`config.mk`:
```
export PLATFORM = sky130hd
export DESIGN_NAME = date_edit_ctrl
export DESIGN_NICKNAME = d
export VERILOG_FILES = /design/src/rtl/date_pkg.sv /design/src/rtl/bcd_field_step.sv /design/src/rtl/date_edit_ctrl.sv
export SDC_FILE = /design/constraint.sdc
export NUM_CORES = 1
export LEC_CHECK = 0
export BUFFER_PORTS_ARGS = -buffer_cell sky130_fd_sc_hd__buf_4
export CORE_UTILIZATION = 28
export CTS_CLUSTER_SIZE = 8
export DETAILED_ROUTE_END_ITERATION = 6
export GPL_TIMING_DRIVEN = 0
export MAX_ROUTING_LAYER = met4
export PLACE_DENSITY = 0.42
export SLEW_MARGIN = 20
export SYNTH_ARGS = -nofsm -noshare
export SYNTH_HDL_FRONTEND = slang
export SYNTH_HIERARCHICAL = 1
export SYNTH_SLANG_ARGS = --single-unit
```
`constraint.sdc`:
```
create_clock -name clk -period 5.3 [get_ports clk]
set_input_delay 1.06 -clock clk [delete_from_list [all_inputs] [get_ports clk]]
set_output_delay 1.06 -clock clk [all_outputs]
set_load 0.1 [all_outputs]
```
`src/rtl/date_pkg.sv`:
```
// rtl/date_pkg.sv - shared field codes, state enum, month-length table and BCD helpers for the date path
package date_pkg;

    localparam logic [3:0] DIR_NONE  = 4'd0;
    localparam logic [3:0] DIR_DAY   = 4'd3;
    localparam logic [3:0] DIR_MONTH = 4'd4;
    localparam logic [3:0] DIR_YEAR  = 4'd5;

    typedef enum logic [1:0] {
        IDLE   = 2'd0,
        EDIT   = 2'd1,
        COMMIT = 2'd2
    } state_t;

    function automatic logic [7:0] bcd_inc(input logic [7:0] v);
        if (v[3:0] == 4'd9) begin
            return {v[7:4] + 4'd1, 4'd0};
        end
        return {v[7:4], v[3:0] + 4'd1};
    endfunction

    function automatic logic [7:0] bcd_dec(input logic [7:0] v);
        if (v[3:0] == 4'd0) begin
            return {v[7:4] - 4'd1, 4'd9};
        end
        return {v[7:4], v[3:0] - 4'd1};
    endfunction

    // 10*hi+lo is a multiple of 4 iff (2*hi+lo) is: odd tens need lo in {2,6}, even tens lo in {0,4,8}
    function automatic logic bcd_div4(input logic [7:0] v);
        if (v[4]) begin
            return (v[3:0] == 4'd2) || (v[3:0] == 4'd6);
        end
        return (v[3:0] == 4'd0) || (v[3:0] == 4'd4) || (v[3:0] == 4'd8);
    endfunction

    function automatic logic [7:0] month_days(input logic [7:0] month, input logic leap);
        case (month)
            8'h02:                      return leap ? 8'h29 : 8'h28;
            8'h04, 8'h06, 8'h09, 8'h11: return 8'h30;
            default:                    return 8'h31;
        endcase
    endfunction

endpackage

```
`src/rtl/bcd_field_step.sv`:
```
// rtl/bcd_field_step.sv - combinational packed-BCD up/down step with wrap between min and max
module bcd_field_step
    import date_pkg::*;
(
    input  logic [7:0] value,
    input  logic [7:0] min_val,
    input  logic [7:0] max_val,
    input  logic       up,
    input  logic       down,
    output logic [7:0] next_val
);

    // Packed BCD orders the same as its decimal value, so plain compares are safe
    always_comb begin
        next_val = value;
        if (up && !down) begin
            next_val = (value >= max_val) ? min_val : bcd_inc(value);
        end else if (down && !up) begin
            next_val = (value <= min_val) ? max_val : bcd_dec(value);
        end
    end

endmodule

```
`src/rtl/date_edit_ctrl.sv`:
```
// rtl/date_edit_ctrl.sv - date register owner: RTC tracking, button editing, req/ack commit (leap: DATE_EDIT_LEAP_EN)
module date_edit_ctrl #(
    parameter logic [3:0]  DIR_DAY     = date_pkg::DIR_DAY,
    parameter logic [3:0]  DIR_MONTH   = date_pkg::DIR_MONTH,
    parameter logic [3:0]  DIR_YEAR    = date_pkg::DIR_YEAR,
    parameter int unsigned ACK_TIMEOUT = 255
) (
    input  logic       clk,
    input  logic       reset,
    input  logic       programar_on,
    input  logic       btn_up,
    input  logic       btn_down,
    input  logic       btn_left,
    input  logic       btn_right,
    input  logic       rtc_valid,
    input  logic [7:0] rtc_day,
    input  logic [7:0] rtc_month,
    input  logic [7:0] rtc_year,
    input  logic       write_ack,
    output logic [7:0] fecha_out1,
    output logic [7:0] fecha_out2,
    output logic [7:0] fecha_out3,
    output logic [3:0] direccion_actual_pantalla,
    output logic       write_req,
    output logic       write_err
);

    localparam logic [7:0] TIMEOUT_LAST = 8'(ACK_TIMEOUT - 1);

    date_pkg::state_t state, state_next;
    logic [7:0] cnt, cnt_next;
    logic [7:0] day_next, month_next, year_next;
    logic [3:0] dir_next;
    logic       req_next, err_next;

    logic       edit_active, step_up, step_down, move_right, move_left;
    logic       on_day, on_month, on_year;
    logic       leap_cur, leap_new;
    logic [7:0] day_max_cur, day_max_new;
    logic [7:0] day_step, month_step, year_step, day_fixed;
    logic [3:0] cursor_moved;

    assign edit_active = (state == date_pkg::EDIT) && programar_on;
    assign step_up     = edit_active && btn_up && !btn_down;
    assign step_down   = edit_active && btn_down && !btn_up;
    assign move_right  = edit_active && btn_right && !btn_left;
    assign move_left   = edit_active && btn_left && !btn_right;

    assign on_day   = (direccion_actual_pantalla == DIR_DAY);
    assign on_month = (direccion_actual_pantalla == DIR_MONTH);
    assign on_year  = (direccion_actual_pantalla == DIR_YEAR);

`ifdef DATE_EDIT_LEAP_EN
    assign leap_cur = date_pkg::bcd_div4(fecha_out3);
    assign leap_new = date_pkg::bcd_div4(year_step);
`else
    assign leap_cur = 1'b0;
    assign leap_new = 1'b0;
`endif

    assign day_max_cur = date_pkg::month_days(fecha_out2, leap_cur);
    assign day_max_new = date_pkg::month_days(month_step, leap_new);

    bcd_field_step u_day (
        .value    (fecha_out1),
        .min_val  (8'h01),
        .max_val  (day_max_cur),
        .up       (step_up && on_day),
        .down     (step_down && on_day),
        .next_val (day_step)
    );

    bcd_field_step u_month (
        .value    (fecha_out2),
        .min_val  (8'h01),
        .max_val  (8'h12),
        .up       (step_up && on_month),
        .down     (step_down && on_month),
        .next_val (month_step)
    );

    bcd_field_step u_year (
        .value    (fecha_out3),
        .min_val  (8'h00),
        .max_val  (8'h99),
        .up       (step_up && on_year),
        .down     (step_down && on_year),
        .next_val (year_step)
    );

    // A month/year step can shorten the month under the current day
    always_comb begin
        day_fixed = day_step;
        if ((step_up || step_down) && (on_month || on_year) && (day_step > day_max_new)) begin
            day_fixed = day_max_new;
        end
    end

    always_comb begin
        cursor_moved = direccion_actual_pantalla;
        if (move_right) begin
            if (on_day)        cursor_moved = DIR_MONTH;
            else if (on_month) cursor_moved = DIR_YEAR;
            else               cursor_moved = DIR_DAY;
        end else if (move_left) begin
            if (on_day)        cursor_moved = DIR_YEAR;
            else if (on_year)  cursor_moved = DIR_MONTH;
            else               cursor_moved = DIR_DAY;
        end
    end

    always_comb begin
        state_next = state;
        cnt_next   = cnt;
        day_next   = fecha_out1;
        month_next = fecha_out2;
        year_next  = fecha_out3;
        dir_next   = direccion_actual_pantalla;
        req_next   = write_req;
        err_next   = 1'b0;
        case (state)
            date_pkg::IDLE: begin
                if (rtc_valid) begin
                    day_next   = rtc_day;
                    month_next = rtc_month;
                    year_next  = rtc_year;
                end
                if (programar_on) begin
                    state_next = date_pkg::EDIT;
                    dir_next   = DIR_DAY;
                end
            end
            date_pkg::EDIT: begin
                if (programar_on) begin
                    day_next   = day_fixed;
                    month_next = month_step;
                    year_next  = year_step;
                    dir_next   = cursor_moved;
                end else begin
                    state_next = date_pkg::COMMIT;
                    dir_next   = date_pkg::DIR_NONE;
                    req_next   = 1'b1;
                    cnt_next   = 8'd0;
                end
            end
            date_pkg::COMMIT: begin
                if (write_ack) begin
                    state_next = date_pkg::IDLE;
                    req_next   = 1'b0;
                    cnt_next   = 8'd0;
                end else if (cnt == TIMEOUT_LAST) begin
                    state_next = date_pkg::IDLE;
                    req_next   = 1'b0;
                    err_next   = 1'b1;
                    cnt_next   = 8'd0;
                end else begin
                    cnt_next   = cnt + 8'd1;
                end
            end
            default: begin
                state_next = date_pkg::IDLE;
                dir_next   = date_pkg::DIR_NONE;
                req_next   = 1'b0;
                cnt_next   = 8'd0;
            end
        endcase
    end

    always_ff @(posedge clk or posedge reset) begin
        if (reset) begin
            state                     <= date_pkg::IDLE;
            cnt                       <= 8'd0;
            fecha_out1                <= 8'h01;
            fecha_out2                <= 8'h01;
            fecha_out3                <= 8'h00;
            direccion_actual_pantalla <= date_pkg::DIR_NONE;
            write_req                 <= 1'b0;
            write_err                 <= 1'b0;
        end else begin
            state                     <= state_next;
            cnt                       <= cnt_next;
            fecha_out1                <= day_next;
            fecha_out2                <= month_next;
            fecha_out3                <= year_next;
            direccion_actual_pantalla <= dir_next;
            write_req                 <= req_next;
            write_err                 <= err_next;
        end
    end

endmodule

```
==> results.cfg, run 1 <==
[run_status]
outcome = finished clean

[power_and_ir_drop]
power_switching_share_pct = 56.48
power_switching_mw = 1.541
pwr-share-clk_pct = 13.4
vdd.ir_drop.worst_v = 0.0002148
power_frac_comb_pct = 66.3
total_power_mw = 2.728
power_leakage_nw = 3.015
power.share.sequential_pct = 20.3
power.density_cell_area_mw_per_mm2 = 397.9
p_int_mw = 1.187

[finish]
area_of_combinational_cells_with_multiple_inputs_sq_mm = 0.004409
finish.cell_count_without_fillers = 1160
most_frequent_cells_in_the_layout = sky130_fd_sc_hd__nand2_1 (95), sky130_fd_sc_hd__conb_1 (75), sky130_fd_sc_hd__inv_1 (69)
syn2layout_area_growth_pct = 22.99
antennaDiodeCount = 0
nets = 986
drive_above_1_share_pct = 13.97
mostFrequentLayoutCell = sky130_fd_sc_hd__nand2_1
num-fill-cells = 2094
regArea_sq_um = 978.4

[timing]
finalHoldViolations = 0
period_utilization_pct = 92.49
period_minus_slack_ps = 4902
setup_viol = 0
worst_clock_skew_ps = 5.988
fin_hold_ws_ps = 532.3
postLayoutSetupSlackWorst_ps = 398.2
worstMarginPinSlew_ps = 777.3
finalSetupTns_ps = 0
max_slew_margin_vs_limit_pct = 48.18
max_freq_ghz = 0.2040
max_slew_violation_total_from_the_final_report = 0
grt_setup_unrepaired = no

[clocking]
cts_made_buffers = 5
clk_path_buf_depth = 2
hold_buffers = 0
cts_htree_levels = 2
clkSlewWorstSetupHoldPaths_ps = 70
worst_skew_pair.late_latency_ps = 290
cts_tree = done
clock_sinks = 39
cts-root-buf = sky130_fd_sc_hd__clkbuf_16

[synthesis]
yosysSeqAreaShare_pct = 17.55
yosys.cell_types.count = 62
synth_top_cell_area_share_pct = 16.61
mappedNetlistArea_sq_mm = 0.005574
synth.ff_latch_count = 39
synth.avg_cell_area_sq_um = 7.432
yosys_warnings = 6
synthFlopType = sky130_fd_sc_hd__dfrtp_1
post_synth_edffs = 0
ys_async_sr_fraction_pct = 100.0
post_synth_inst_count = 750
area_contributors_post_synth = sky130_fd_sc_hd__dfrtp_1 (17%), sky130_fd_sc_hd__ha_1 (13%), sky130_fd_sc_hd__nand2_1 (6.4%)
netlist.top_cell.by_area = sky130_fd_sc_hd__dfrtp_1

[floorplan]
io_pins = 63
die_width_microns = 143.1
core_sq_mm = 0.01946
floorplan.die.height_microns = 143.1
die_area_sq_mm = 0.02048
placementRows = 51
floorplan.initialDensity_pct = 28.64

[critical_path]
cp.required_ps = 5480
rr_startpoint = fecha_out2[5]
cpLargestDelayFamily = simple AND/OR/NAND/NOR gates
critPathSlowestCell = sky130_fd_sc_hd__or3_4
worst-r2r-cell-count = 19
critPathMaxFanout = 9
path_common_cell = sky130_fd_sc_hd__o21ai_1
reg2reg_setup_slack_ps = 540
cp_num_buf_inv = 3
worstSetupEndpointType = register
timing.setup.critical_path_class = input port to register
critical_path_arrival_ps = 5080
slowest_delay_ps = 440
worst_r2r_endpoint = fecha_out1[4]
crit_path_start_kind = input port
timing.critical_path.cells = buf_2 > inv_1 > or3_4 > nor3_2 > nand2b_1 > nand2_1 > o32ai_1 > a21o_1 > o21ai_1 > nor3_1 > nor2b_1 > o21ai_0 > ha_1 > nor4b_1 > o31a_1 > a2111oi_4 > buf_4 > mux2i_1 > o21ai_1

[route]
drc_markers = 0
firstDrtPassIters = 5
totalWireLength_mm = 17.80
detailroute.via_count = 5614
ant_nets = 0
routed_via_density = 4.840
initialDrtViolationCount = 284
post_drt_wl_per_cell_microns = 15.35

[global_routing]
grt_use_met2_pct = 30.68
grt_pass1_vias = 5365
global_route.peak_usage_layer = met2
grt_max_degree = 29
wire_length_of_the_first_global_routing_pass_mm = 29.25
overflow = 0
global_route.usage.met1_pct = 25.57
gr-usage-met3_pct = 1.073
antenna_found_initial = 0
grt_use_total_pct = 18.78

[placed_design]
dp_slack_ps = -391.4
placed_cells_incl_taps = 1149
port_buffers = 60
gp_congestion = 0.8219
hpwl_mm = 14.17

[min_path]
hold_path_end = fecha_out2[0]
min_path_type = register to register
worst_hold_path.num_cells = 2
hold_path.startpoint = fecha_out2[0]

[job]
max_cap_violations = 0
sequential cells by signal, summed over array words and instances, names as in the netlist:
name / cells
write_err: 1
fecha_out2: 8
fecha_out1: 8
direccion_actual_pantalla: 3
cnt: 8
write_req: 1
fecha_out3: 8
state: 2
worst max path at each step:
stage,startpoint,endpoint,slack (ps),depth (start not counted)
2_1_floorplan,programar_on,fecha_out1[4],650,18
3_3_place_gp,programar_on,fecha_out1[4],-450,18
3_5_place_dp,programar_on,fecha_out1[4],-390,18
4_1_cts,programar_on,fecha_out1[4],160,18
5_1_grt,programar_on,fecha_out1[1],20,17
6_report,programar_on,fecha_out1[4],400,19
per-layer routing:
metal	wire (microns)	vias up
met2	8407	109
met1	8676	2553
li1	-	2944
met5	0	-
met4	127	0
met3	590	8
Yosys cell counts, types with 4 or more instances:
library cell / n
sky130_fd_sc_hd__o211ai_1: 8
sky130_fd_sc_hd__nand4_1: 12
sky130_fd_sc_hd__buf_6: 8
sky130_fd_sc_hd__a31oi_1: 9
sky130_fd_sc_hd__inv_1: 70
sky130_fd_sc_hd__xnor2_1: 12
sky130_fd_sc_hd__or3_1: 4
sky130_fd_sc_hd__o31ai_1: 8
sky130_fd_sc_hd__a211oi_1: 32
sky130_fd_sc_hd__nand2_1: 95
sky130_fd_sc_hd__ha_1: 59
sky130_fd_sc_hd__o22ai_1: 6
sky130_fd_sc_hd__clkbuf_1: 17
sky130_fd_sc_hd__nand2b_1: 12
sky130_fd_sc_hd__nor2_1: 47
sky130_fd_sc_hd__nor2b_1: 15
sky130_fd_sc_hd__nand3_1: 11
sky130_fd_sc_hd__buf_4: 4
sky130_fd_sc_hd__mux2i_1: 34
sky130_fd_sc_hd__a21boi_0: 4
sky130_fd_sc_hd__o21ai_0: 62
sky130_fd_sc_hd__o21ai_1: 12
sky130_fd_sc_hd__buf_2: 4
sky130_fd_sc_hd__a31o_2: 6
sky130_fd_sc_hd__a21oi_1: 45
sky130_fd_sc_hd__and2_1: 5
sky130_fd_sc_hd__xor2_1: 5
sky130_fd_sc_hd__dfrtp_1: 37
sky130_fd_sc_hd__nor3_1: 27
sky130_fd_sc_hd__or2_2: 7
sky130_fd_sc_hd__a21o_1: 10
logic make-up after synthesis:
logic type	Yosys count	synth area share, %
simple gates	256	23.52
other cells	2	0.1347
fa+ha+maj	59	13.24
buf+inv	104	8.440
mux	37	6.712
compound gates	236	27.72
xor+xnor	17	2.671
flops	39	17.55
worst register-to-register path, delay by kind of cell, from the launching register on:
kind / cells / cell delay, ps
buf+inv: 4 / 720
fa+ha+maj: 2 / 430
mux: 1 / 200
compound gates: 9 / 2030
flops: 1 / 540
simple gates: 3 / 710
metrics by stage:
step | utilization [%] | area (sq um)
floorplan | - | 5848
global placement | 34.07 | 6630
detailed placement | 34.17 | 6650
CTS | 35.11 | 6833
global route | 35.22 | 6855
finish | 35.22 | 6855
final cells by class:
type | count | area share, %
multi-input combinational | 680 | 64.32
sequential | 39 | 14.27
timing repair buffer | 64 | 7.191
tap | 265 | 4.837
inverter | 70 | 3.833
buffer | 34 | 3.030
clock buffer | 5 | 1.825
clock inverter | 3 | 0.6936
power groups by stage:
stage	registers, mW	logic (mW)	clock network [mW]
3_5_place_dp	0.566	1.80	0
4_1_cts	0.559	1.81	0.376
5_1_grt	0.580	2.00	0.390
6_report	0.554	1.81	0.367
3_3_place_gp	0.567	1.81	0
2_1_floorplan	0.944	0.970	0
what timing repair did:
action                     in CTS  in global routing
hold endpoints to repair        0                  0
setup buffers                   0                  3
resized for setup               2                  1
pin swaps                       0                  1
setup endpoints to repair       4                  8
Power figures use the tool's default switching activity.
==> run 2, diff against run 1 <==
--- a/config.mk
+++ b/config.mk
@@ -5,15 +5,14 @@
 export SDC_FILE = /design/constraint.sdc
 export NUM_CORES = 1
 export LEC_CHECK = 0
-export BUFFER_PORTS_ARGS = -buffer_cell sky130_fd_sc_hd__buf_4
+export BUFFER_PORTS_ARGS = -buffer_cell sky130_fd_sc_hd__buf_2
 export CORE_UTILIZATION = 28
 export CTS_CLUSTER_SIZE = 8
 export DETAILED_ROUTE_END_ITERATION = 6
 export GPL_TIMING_DRIVEN = 0
 export MAX_ROUTING_LAYER = met4
-export PLACE_DENSITY = 0.42
+export PLACE_DENSITY = 0.43
 export SLEW_MARGIN = 20
 export SYNTH_ARGS = -nofsm -noshare
 export SYNTH_HDL_FRONTEND = slang
-export SYNTH_HIERARCHICAL = 1
 export SYNTH_SLANG_ARGS = --single-unit
==> run 2 against run 1 <==
Non-clock buffer count down 6. Synthesized cell count decreased by 35%. Sequential power is 13% lower. First-iteration DRC count grew 14%. Critical path depth unchanged. Die area down 30%. Combinational power is 25% lower. Critical path type is now register to register. Largest power group unchanged. Highest routed layer unchanged.
==> results.cfg, run 2 <==
[run_status]
outcome = finished clean

[route]
totalWireLength_mm = 13.18
ant_nets = 0
initialDrtViolationCount = 323
detailroute.via_count = 3980
firstDrtPassIters = 5
drc_markers = 0
routed_via_density = 5.408
post_drt_wl_per_cell_microns = 17.91

[power_and_ir_drop]
total_power_mw = 2.195
power.density_cell_area_mw_per_mm2 = 478.7
vdd.ir_drop.worst_v = 0.0001581
power_leakage_nw = 1.867

[synthesis]
synthFlopType = sky130_fd_sc_hd__dfrtp_1
yosys.cell_types.count = 82
area_contributors_post_synth = sky130_fd_sc_hd__dfrtp_1 (24%), sky130_fd_sc_hd__ha_1 (6.5%), sky130_fd_sc_hd__o21ai_0 (4.8%)
synth.ff_latch_count = 39
netlist.top_cell.by_area = sky130_fd_sc_hd__dfrtp_1
post_synth_inst_count = 491
post_synth_edffs = 0
mappedNetlistArea_sq_mm = 0.003859
syn-num-nets = 544
synth_top_cell_area_share_pct = 23.99
yosysSeqAreaShare_pct = 25.36
ys_async_sr_fraction_pct = 100.0
synth.avg_cell_area_sq_um = 7.859
yosys_warnings = 0
post-synth-top-count-cell = sky130_fd_sc_hd__nand2_1
synth_top_cells_by_count = sky130_fd_sc_hd__nand2_1 (49), sky130_fd_sc_hd__nor2_1 (44), sky130_fd_sc_hd__dfrtp_1 (37), sky130_fd_sc_hd__o21ai_0 (37), sky130_fd_sc_hd__a21oi_1 (31)

[timing]
finalHoldViolations = 0
fin_hold_ws_ps = 545.8
worst_clock_skew_ps = 5.281
finalSetupTns_ps = 0
grt_setup_unrepaired = no
period_utilization_pct = 91.78
worstMarginPinSlew_ps = 741.5
period_minus_slack_ps = 4864
postLayoutSetupSlackWorst_ps = 435.8
max_slew_violation_total_from_the_final_report = 0
setup_viol = 0
max_freq_ghz = 0.2056
max_slew_margin_vs_limit_pct = 50.57

[global_routing]
gr-usage-met3_pct = 2.538
overflow = 0
grt_pass1_vias = 3790
grt_max_degree = 30
grt_use_total_pct = 19.26
global_route.usage.met1_pct = 26.46
antenna_found_initial = 0
wire_length_of_the_first_global_routing_pass_mm = 20.89
grt_use_met2_pct = 30.49
global_route.peak_usage_layer = met2

[finish]
finalCoreUtilization_pct = 34.36
regArea_sq_um = 978.4
mostFrequentLayoutCell = sky130_fd_sc_hd__buf_2
most_frequent_cells_in_the_layout = sky130_fd_sc_hd__buf_2 (63), sky130_fd_sc_hd__nand2_1 (49), sky130_fd_sc_hd__nor2_1 (44)
finish.cell_count_without_fillers = 736
antennaDiodeCount = 0
syn2layout_area_growth_pct = 18.84
nets = 612
num-fill-cells = 1442
area_of_combinational_cells_with_multiple_inputs_sq_mm = 0.002641
postLayoutCellArea_sq_mm = 0.004586
drive_above_1_share_pct = 20.89

[min_path]
min_path_type = register to register

[clocking]
cts_tree = done
cts_made_buffers = 5
clkSlewWorstSetupHoldPaths_ps = 70
clk_path_buf_depth = 2
cts_htree_levels = 2
hold_buffers = 0
cts-root-buf = sky130_fd_sc_hd__clkbuf_16
worst_skew_pair.late_latency_ps = 290
clock_sinks = 39

[floorplan]
floorplan.die.height_microns = 119.4
placementRows = 42
floorplan.initialDensity_pct = 28.91
io_pins = 63
die_area_sq_mm = 0.01425
die_width_microns = 119.4
core_sq_mm = 0.01335

[placed_design]
detailed_place.area_sq_mm = 0.004399
placed_cells_incl_taps = 728
port_buffers = 60
hpwl_mm = 9.951
dp_slack_ps = -10.15
gp_congestion = 0.8848

[critical_path]
reg2reg_setup_slack_ps = 440
cp.required_ps = 5510
worstSetupEndpointType = register
timing.setup.critical_path_class = register to register
critical_path_arrival_ps = 5070
crit_path_start_kind = register
critPathMaxFanout = 10

[job]
max_cap_violations = 0
run 2: cell types whose count changed in the layout (fill, tap and decap cells not counted), sizes merged, moves of 10 or more:
cell / before / now
mux2i: 34 / 6
a211oi: 32 / 14
ha: 59 / 20
a21oi: 48 / 32
nand2: 95 / 49
o21ai: 74 / 39
inv: 71 / 21
conb: 75 / 1
buf: 81 / 71
run 2: power by group:
group	switching (mW)	total [mW]	internal (mW)	leakage, nW
Sequential	0.112	0.482	0.370	0.487
Combinational	0.995	1.36	0.361	1.30
Clock	0.134	0.357	0.222	0.0838
run 2: worst paths after layout:
path,start,to,cells past startpoint
min in group asynchronous,reset,cnt[1],2
worst max-delay path,fecha_out2[0],fecha_out1[2],19
max in group asynchronous,reset,fecha_out2[0],3
worst min register to register,cnt[7],cnt[7],2
worst min-delay path,cnt[7],cnt[7],2
worst max register to register,fecha_out2[0],fecha_out1[2],19
run 2: cell type report:
type | count | area share [%]
inverters | 21 | 1.719
clock buffers | 5 | 2.729
plain buffers | 31 | 3.874
repair buffers | 61 | 6.985
flip-flops and latches | 39 | 21.34
multi-input cells | 400 | 57.60
clock inverters | 3 | 0.9550
well taps | 176 | 4.802
run 2: logic make-up (layout without fill, tap and decap cells):
group | count (synthesis) | after routing | synth area share [%]
compound gates | 148 | 148 | 25.52
xor+xnor | 10 | 10 | 2.270
fa+ha+maj | 20 | 20 | 6.485
buf+inv | 52 | 121 | 6.647
flops | 39 | 39 | 25.36
mux | 7 | 7 | 1.848
other cells | 1 | 1 | 0.09718
simple gates | 214 | 214 | 31.78
run 2: timing repair:
action	4_1_cts	5_1_grt
endpoints found under the setup margin	3	5
resized for setup	1	3
setup buffers	0	0
run 2: critical path, stage by stage, from the launching register on:
cell and delay, ps:
sky130_fd_sc_hd__dfstp_2 610, sky130_fd_sc_hd__clkbuf_8 190, sky130_fd_sc_hd__inv_1 100, sky130_fd_sc_hd__or3_1 390, sky130_fd_sc_hd__a21boi_1 390, sky130_fd_sc_hd__inv_1 100
sky130_fd_sc_hd__ha_1 300, sky130_fd_sc_hd__nor4b_2 360, sky130_fd_sc_hd__o22ai_2 220, sky130_fd_sc_hd__nor3_2 260, sky130_fd_sc_hd__a221oi_1 140, sky130_fd_sc_hd__o22ai_1 250
sky130_fd_sc_hd__ha_1 290, sky130_fd_sc_hd__o21a_1 110, sky130_fd_sc_hd__o21ai_0 140, sky130_fd_sc_hd__a21oi_1 60, sky130_fd_sc_hd__a22o_2 270, sky130_fd_sc_hd__buf_6 140
sky130_fd_sc_hd__or3_1 310, sky130_fd_sc_hd__a21oi_1 150
run 2: layer usage:
| layer | wire length [microns] | vias up | share of wire [%] |
|---|---|---|---|
| met5 | 0 | - | 0 |
| met1 | 6497 | 1927 | 49 |
| met4 | 112 | 0 | 0.85 |
| li1 | - | 1952 | - |
| met3 | 459 | 9 | 3.5 |
| met2 | 6115 | 92 | 46 |
